<file path="config.mk">
export PLATFORM = sky130hd
export DESIGN_NAME = cc_mem_rd_responder
export DESIGN_NICKNAME = d
export VERILOG_FILES = /design/src/rtl/cc_mem_rd_responder.sv
export SDC_FILE = /design/constraint.sdc
export NUM_CORES = 1
export LEC_CHECK = 0
export BUFFER_PORTS_ARGS = -buffer_cell sky130_fd_sc_hd__buf_2
export CAP_MARGIN = 20
export CORE_MARGIN = 2
export CORE_UTILIZATION = 51
export DETAILED_ROUTE_END_ITERATION = 10
export GPL_TIMING_DRIVEN = 0
export PLACE_DENSITY = 0.75
export SYNTH_ARGS = -nofsm -noshare
export SYNTH_HDL_FRONTEND = slang
export SYNTH_SLANG_ARGS = --single-unit
</file>
<file path="constraint.sdc">
create_clock -name clk -period 2.4 [get_ports clk]
set_clock_uncertainty 0.1 [all_clocks]
set_input_delay 0.12 -clock clk [delete_from_list [all_inputs] [get_ports clk]]
set_output_delay 0.12 -clock clk [all_outputs]
set_load 0.005 [all_outputs]
</file>
<file path="src/rtl/cc_mem_rd_responder.sv">
`timescale 1ns/1ps
// AXI AR/R slave that serves in-order bursts from a synchronous-read 64-bit word memory.
// Requests are queued, classified, then streamed out after a fixed access latency.
module cc_mem_rd_responder #(
    parameter int unsigned MEM_AW    = 12,
    parameter int unsigned REQ_DEPTH = 4,
    parameter int unsigned LATENCY   = 4
) (
    input  logic              clk,
    input  logic              rst_n,
    input  logic [3:0]        arid_i,
    input  logic [31:0]       araddr_i,
    input  logic [3:0]        arlen_i,
    input  logic [2:0]        arsize_i,
    input  logic [1:0]        arburst_i,
    input  logic              arvalid_i,
    output logic              arready_o,
    output logic [3:0]        rid_o,
    output logic [63:0]       rdata_o,
    output logic [1:0]        rresp_o,
    output logic              rlast_o,
    output logic              rvalid_o,
    input  logic              rready_i,
    output logic              mem_rden_o,
    output logic [MEM_AW-1:0] mem_raddr_o,
    input  logic [63:0]       mem_rdata_i
);

    localparam int unsigned PW = $clog2(REQ_DEPTH);
    // The pop cycle counts as the first latency cycle, so WAIT lasts LATENCY-1 cycles.
    localparam logic [7:0] WaitLoad = (LATENCY > 1) ? 8'(LATENCY - 2) : 8'd0;

    typedef enum logic [1:0] {StIdle, StWait, StBurst} state_e;

    typedef struct packed {
        logic [3:0]        id;
        logic [MEM_AW-1:0] word;
        logic [3:0]        len;
        logic [1:0]        burst;
        logic [1:0]        resp;
    } req_t;

    // ---------------- request queue ----------------
    req_t          queue_q [REQ_DEPTH];
    req_t          req_in;
    req_t          head;
    logic [PW-1:0] wr_ptr_q, rd_ptr_q;
    logic [PW:0]   count_q;
    logic          push, pop, full, empty;
    logic          unused_addr_lsb;

    assign unused_addr_lsb = ^araddr_i[2:0];
    assign full      = (count_q == REQ_DEPTH[PW:0]);
    assign empty     = (count_q == '0);
    assign arready_o = !full;
    assign push      = arvalid_i && arready_o;
    assign head      = queue_q[rd_ptr_q];

    // Classification is a pure function of the request, so it is resolved once at push.
    always_comb begin
        logic wrap_len_ok;
        logic slverr;
        logic decerr;
        wrap_len_ok  = (arlen_i == 4'd1) || (arlen_i == 4'd3) ||
                       (arlen_i == 4'd7) || (arlen_i == 4'd15);
        slverr       = (arsize_i != 3'b011) || (arburst_i == 2'b11) ||
                       ((arburst_i == 2'b10) && !wrap_len_ok);
        decerr       = (araddr_i[31:MEM_AW+3] != '0);
        req_in       = '0;
        req_in.id    = arid_i;
        req_in.word  = araddr_i[MEM_AW+2:3];
        req_in.len   = arlen_i;
        req_in.burst = arburst_i;
        req_in.resp  = slverr ? 2'b10 : (decerr ? 2'b11 : 2'b00);
    end

    always_ff @(posedge clk) begin
        if (push) begin
            queue_q[wr_ptr_q] <= req_in;
        end
    end

    always_ff @(posedge clk or negedge rst_n) begin
        if (!rst_n) begin
            wr_ptr_q <= '0;
            rd_ptr_q <= '0;
            count_q  <= '0;
        end else begin
            if (push) wr_ptr_q <= wr_ptr_q + PW'(1);
            if (pop)  rd_ptr_q <= rd_ptr_q + PW'(1);
            case ({push, pop})
                2'b10:   count_q <= count_q + (PW+1)'(1);
                2'b01:   count_q <= count_q - (PW+1)'(1);
                default: count_q <= count_q;
            endcase
        end
    end

    // ---------------- burst control ----------------
    state_e            state_q, state_d;
    logic [3:0]        id_q;
    logic [1:0]        resp_q;
    logic [1:0]        burst_q;
    logic [MEM_AW-1:0] waddr_q, wmask_q, waddr_next;
    logic [4:0]        beats_q;
    logic [7:0]        wait_q;
    logic              issue, r_free;

    logic              p1_valid_q, p1_last_q;
    logic              sk_valid_q, sk_last_q;
    logic [63:0]       sk_data_q, beat_data;

    assign r_free = !rvalid_o || rready_i;
    // A beat in the skid slot already owns the next R slot, so hold issue until it drains.
    assign issue  = (state_q == StBurst) && (beats_q != 5'd0) && r_free && !sk_valid_q;
    assign mem_rden_o  = issue && (resp_q == 2'b00);
    assign mem_raddr_o = waddr_q;
    assign beat_data   = (resp_q == 2'b00) ? mem_rdata_i : 64'd0;

    always_comb begin
        unique case (burst_q)
            2'b00:   waddr_next = waddr_q;
            2'b10:   waddr_next = (waddr_q & ~wmask_q) | ((waddr_q + MEM_AW'(1)) & wmask_q);
            default: waddr_next = waddr_q + MEM_AW'(1);
        endcase
    end

    always_comb begin
        state_d = state_q;
        pop     = 1'b0;
        unique case (state_q)
            StIdle: begin
                if (!empty) begin
                    pop     = 1'b1;
                    state_d = (LATENCY > 1) ? StWait : StBurst;
                end
            end
            StWait: begin
                if (wait_q == 8'd0) state_d = StBurst;
            end
            StBurst: begin
                if (rvalid_o && rready_i && rlast_o) state_d = StIdle;
            end
            default: state_d = StIdle;
        endcase
    end

    always_ff @(posedge clk or negedge rst_n) begin
        if (!rst_n) begin
            state_q <= StIdle;
            id_q    <= '0;
            resp_q  <= '0;
            burst_q <= '0;
            waddr_q <= '0;
            wmask_q <= '0;
            beats_q <= '0;
            wait_q  <= '0;
        end else begin
            state_q <= state_d;
            if (pop) begin
                id_q    <= head.id;
                resp_q  <= head.resp;
                burst_q <= head.burst;
                waddr_q <= head.word;
                wmask_q <= MEM_AW'(head.len);
                beats_q <= {1'b0, head.len} + 5'd1;
                wait_q  <= WaitLoad;
            end else begin
                if ((state_q == StWait) && (wait_q != 8'd0)) wait_q <= wait_q - 8'd1;
                if (issue) begin
                    waddr_q <= waddr_next;
                    beats_q <= beats_q - 5'd1;
                end
            end
        end
    end

    // ---------------- R pipeline: read stage, skid slot, output register ----------------
    always_ff @(posedge clk or negedge rst_n) begin
        if (!rst_n) begin
            p1_valid_q <= 1'b0;
            p1_last_q  <= 1'b0;
            sk_valid_q <= 1'b0;
            sk_last_q  <= 1'b0;
            sk_data_q  <= '0;
            rvalid_o   <= 1'b0;
            rlast_o    <= 1'b0;
            rid_o      <= '0;
            rresp_o    <= '0;
            rdata_o    <= '0;
        end else begin
            p1_valid_q <= issue;
            p1_last_q  <= (beats_q == 5'd1);
            if (r_free) begin
                if (sk_valid_q) begin
                    rvalid_o   <= 1'b1;
                    rlast_o    <= sk_last_q;
                    rdata_o    <= sk_data_q;
                    rid_o      <= id_q;
                    rresp_o    <= resp_q;
                    sk_valid_q <= p1_valid_q;
                    if (p1_valid_q) begin
                        sk_data_q <= beat_data;
                        sk_last_q <= p1_last_q;
                    end
                end else if (p1_valid_q) begin
                    rvalid_o <= 1'b1;
                    rlast_o  <= p1_last_q;
                    rdata_o  <= beat_data;
                    rid_o    <= id_q;
                    rresp_o  <= resp_q;
                end else begin
                    rvalid_o <= 1'b0;
                    rlast_o  <= 1'b0;
                end
            end else if (p1_valid_q) begin
                sk_valid_q <= 1'b1;
                sk_data_q  <= beat_data;
                sk_last_q  <= p1_last_q;
            end
        end
    end

endmodule
</file>
==> results.yml <==
clocking:
  clk_pin_slew_ns: 0.06
  cts.htree.levels: 1
  clk_latency_ns: 0.53
  cts_max_path_buffers: 3
  cts_tree: "yes"
  clock-sinks: 282
  cts_inserted_buffers: 29
  clock-root-buffer: "clkbuf_16"
final_layout:
  utilization: 0.673
  register_area_um2: 7540
  multi_input_area_um2: 4080
  area_growth_pct: 28.7
  diodes: 0
  drive_gt1_frac: 0.233
  fill_cells: 1637
  final_common_cell: "nand2_1"
  fin_cells: 1660
  layout_common_cells: "nand2_1, buf_2, dfrtp_1"
  fin_nets: 1450
  design_area_um2: 15300
pwr:
  intPower_mw: 12.1
  p_sw_frac: 0.339
  p_sw_mw: 6.20
  power_frac_seq: 0.425
  pwr-share-clk: 0.230
  p_leak_nw: 6.37
  ir_worst_vdd_v: 0.000922
  comb_power_share: 0.345
  total_power_mw: 18.3
  p_per_area_nw_per_um2: 1190
global_routing:
  track_usage: 0.242
  grt_overflow: 0
  grt_pass1_vias: 9212
  grt_first_pass_wirelength_um: 47400
  grt_start_max_net_pins: 124
  antenna_found_initial: 0
placed_design:
  port-buffer-count: 195
  place_ws_ns: -0.405
  placed_cell_area_um2: 13400
  post-dp-hpwl_um: 19100
  place_congestion: 0.796
  dp_cells: 1511
floorplanning:
  dieArea_um2: 24600
  start_util: 0.523
  die_w_um: 157
  core_um2: 22800
  rows: 55
  die_y_um: 157
  io_pins: 199
sta:
  setup_viol_count_final: 0
  period_needed_ns: 2.34
  drv_slew: 0
  holdWs_ns: 0.0229
  period_share: 0.973
  fmax_mhz: 428
  slew_headroom: 0.468
  worstMarginPinSlew_ns: 0.798
  hold_viol_final: 0
  setup_slack_ns: 0.0640
  fin_setup_tns_ns: 0
yosys:
  synth_seq_cells: 282
  synth_nets: 1122
  ys_seq_area_frac: 0.633
  synth_area_per_cell_um2: 11.9
  synthTopCellsByArea: "dfrtp_1, edfxtp_1, nand2_1"
  ys_warn_count: 0
  synthCells: 997
  syn_area_um2: 11900
  ys_types: 54
  synth_edf_count: 96
  ys.flop_type: "dfrtp_1"
  synthArstFlopShare: 0.660
  yosys.area.top_type_share: 0.391
  synth_top_area_cell: "dfrtp_1"
route:
  avgViaCountPerCell: 5.53
  wirelength_um: 29500
  dr_total_vias: 9188
  dr.pass1.iters: 5
  drtIter0Drc: 649
  wire_per_inst_um: 17.8
  antenna_violating_nets_post_route: 0
  drc: 0
critical_path:
  crit_fanout: 4
  cp_data_arrival_time_ns: 2.12
  cp-start-kind: "flip-flop"
  startpoint: "beats_q[1]"
  crit_required_ns: 2.18
  cp-end-kind: "output pin"
  r2r-start: "count_q[1]"
  path_class: "reg2out"
run_status:
  status: "finished clean"
min_path:
  hold_class: "in2async"
flow_run:
  max-cap-violations: 0
[metal layers]
metal	vias up	part of all wire	track usage
met5	-	0	0
met4	0	0.031	0.0839
met3	70	0.059	0.0321
met2	347	0.49	0.403
met1	4499	0.42	0.330
li1	4272	-	-
[critical path: stages (launching register included)]
cell	delay, ns
dfrtp_1	0.37
inv_2	0.07
ha_4	0.16
a2111o_1	0.47
buf_6	0.16
nor3_4	0.20
buf_2	0.15
[power by group through the flow]
| stage | combinational [mW] | clock (mW) | sequential (mW) |
|---|---|---|---|
| after global routing | 7.04 | 4.45 | 7.99 |
| final | 6.31 | 4.21 | 7.79 |
| after CTS | 6.19 | 4.26 | 7.76 |
| after floorplan | 3.84 | 0 | 7.69 |
| after global placement | 5.72 | 0 | 7.75 |
| after detailed placement | 6.00 | 0 | 7.82 |
[synth_stat cells, types with 4 or more instances]
cell	count
o21ai_0	75
a31oi_1	8
xnor2_1	6
a22o_1	4
mux2_2	9
nand2_1	238
a21o_1	8
ha_1	11
o211ai_1	66
and3_1	6
dfrtp_1	186
nor2b_1	4
nand4_1	7
or3_1	9
xor2_1	4
o21a_1	64
clkbuf_1	46
nand3_1	9
o31ai_1	9
buf_2	16
edfxtp_1	96
o311a_1	5
a21oi_1	10
nor4_1	4
nor2_1	15
mux4_2	24
inv_1	13
and2_1	6
nor3_1	5
[sequential cells by signal, summed over array words and instances (netlist names), 3 cells and up, named ones only]
| register | flops |
|---|---|
| rdata_o | 64 |
| mem_raddr_o | 9 |
| sk_data_q | 64 |
| wmask_q | 4 |
| beats_q | 5 |
| rid_o | 4 |
| count_q | 3 |
| queue_q | 96 |
| id_q | 4 |
| wait_q | 8 |
[cell families (layout without fill, tap and decap cells)]
group / count (synthesis) / count (layout) / share of synthesized area
flops: 282 / 282 / 0.633
compound gates: 263 / 263 / 0.150
simple gates: 314 / 314 / 0.112
mux: 34 / 34 / 0.0548
xor+xnor: 10 / 10 / 0.00736
fa+ha+maj: 13 / 13 / 0.0141
buf+inv: 81 / 431 / 0.0288
[cell type report]
| class | count | share of cell area |
|---|---|---|
| Tap cell | 313 | 0.0256 |
| Clock buffer | 43 | 0.0528 |
| Timing Repair Buffer | 300 | 0.136 |
| Buffer | 63 | 0.0185 |
| Clock inverter | 10 | 0.00482 |
| Sequential cell | 282 | 0.492 |
| Inverter | 15 | 0.00416 |
| Multi-Input combinational cell | 634 | 0.266 |
[path summary, 6_finish.rpt]
path,endpoint,slack (ns),cells after the start
max,mem_rden_o,0.06,6
min,rdata_o[14],0.02,2
max reg2reg,count_q[2],0.18,10
min reg2reg,id_q[2],0.37,2
max in group asynchronous,sk_data_q[37],1.22,3
min in group clk,queue_q[0][0],0.05,3
[what timing repair did]
item                                    4_1_cts  5_1_grt
resized for setup                             9       14
endpoints found under the setup margin       71       83
setup buffers                                 1        5
endpoints found under the hold margin       315        0
pin swaps                                     0        2
hold buffers                                 93        0
(Power assumes the default switching activity.)
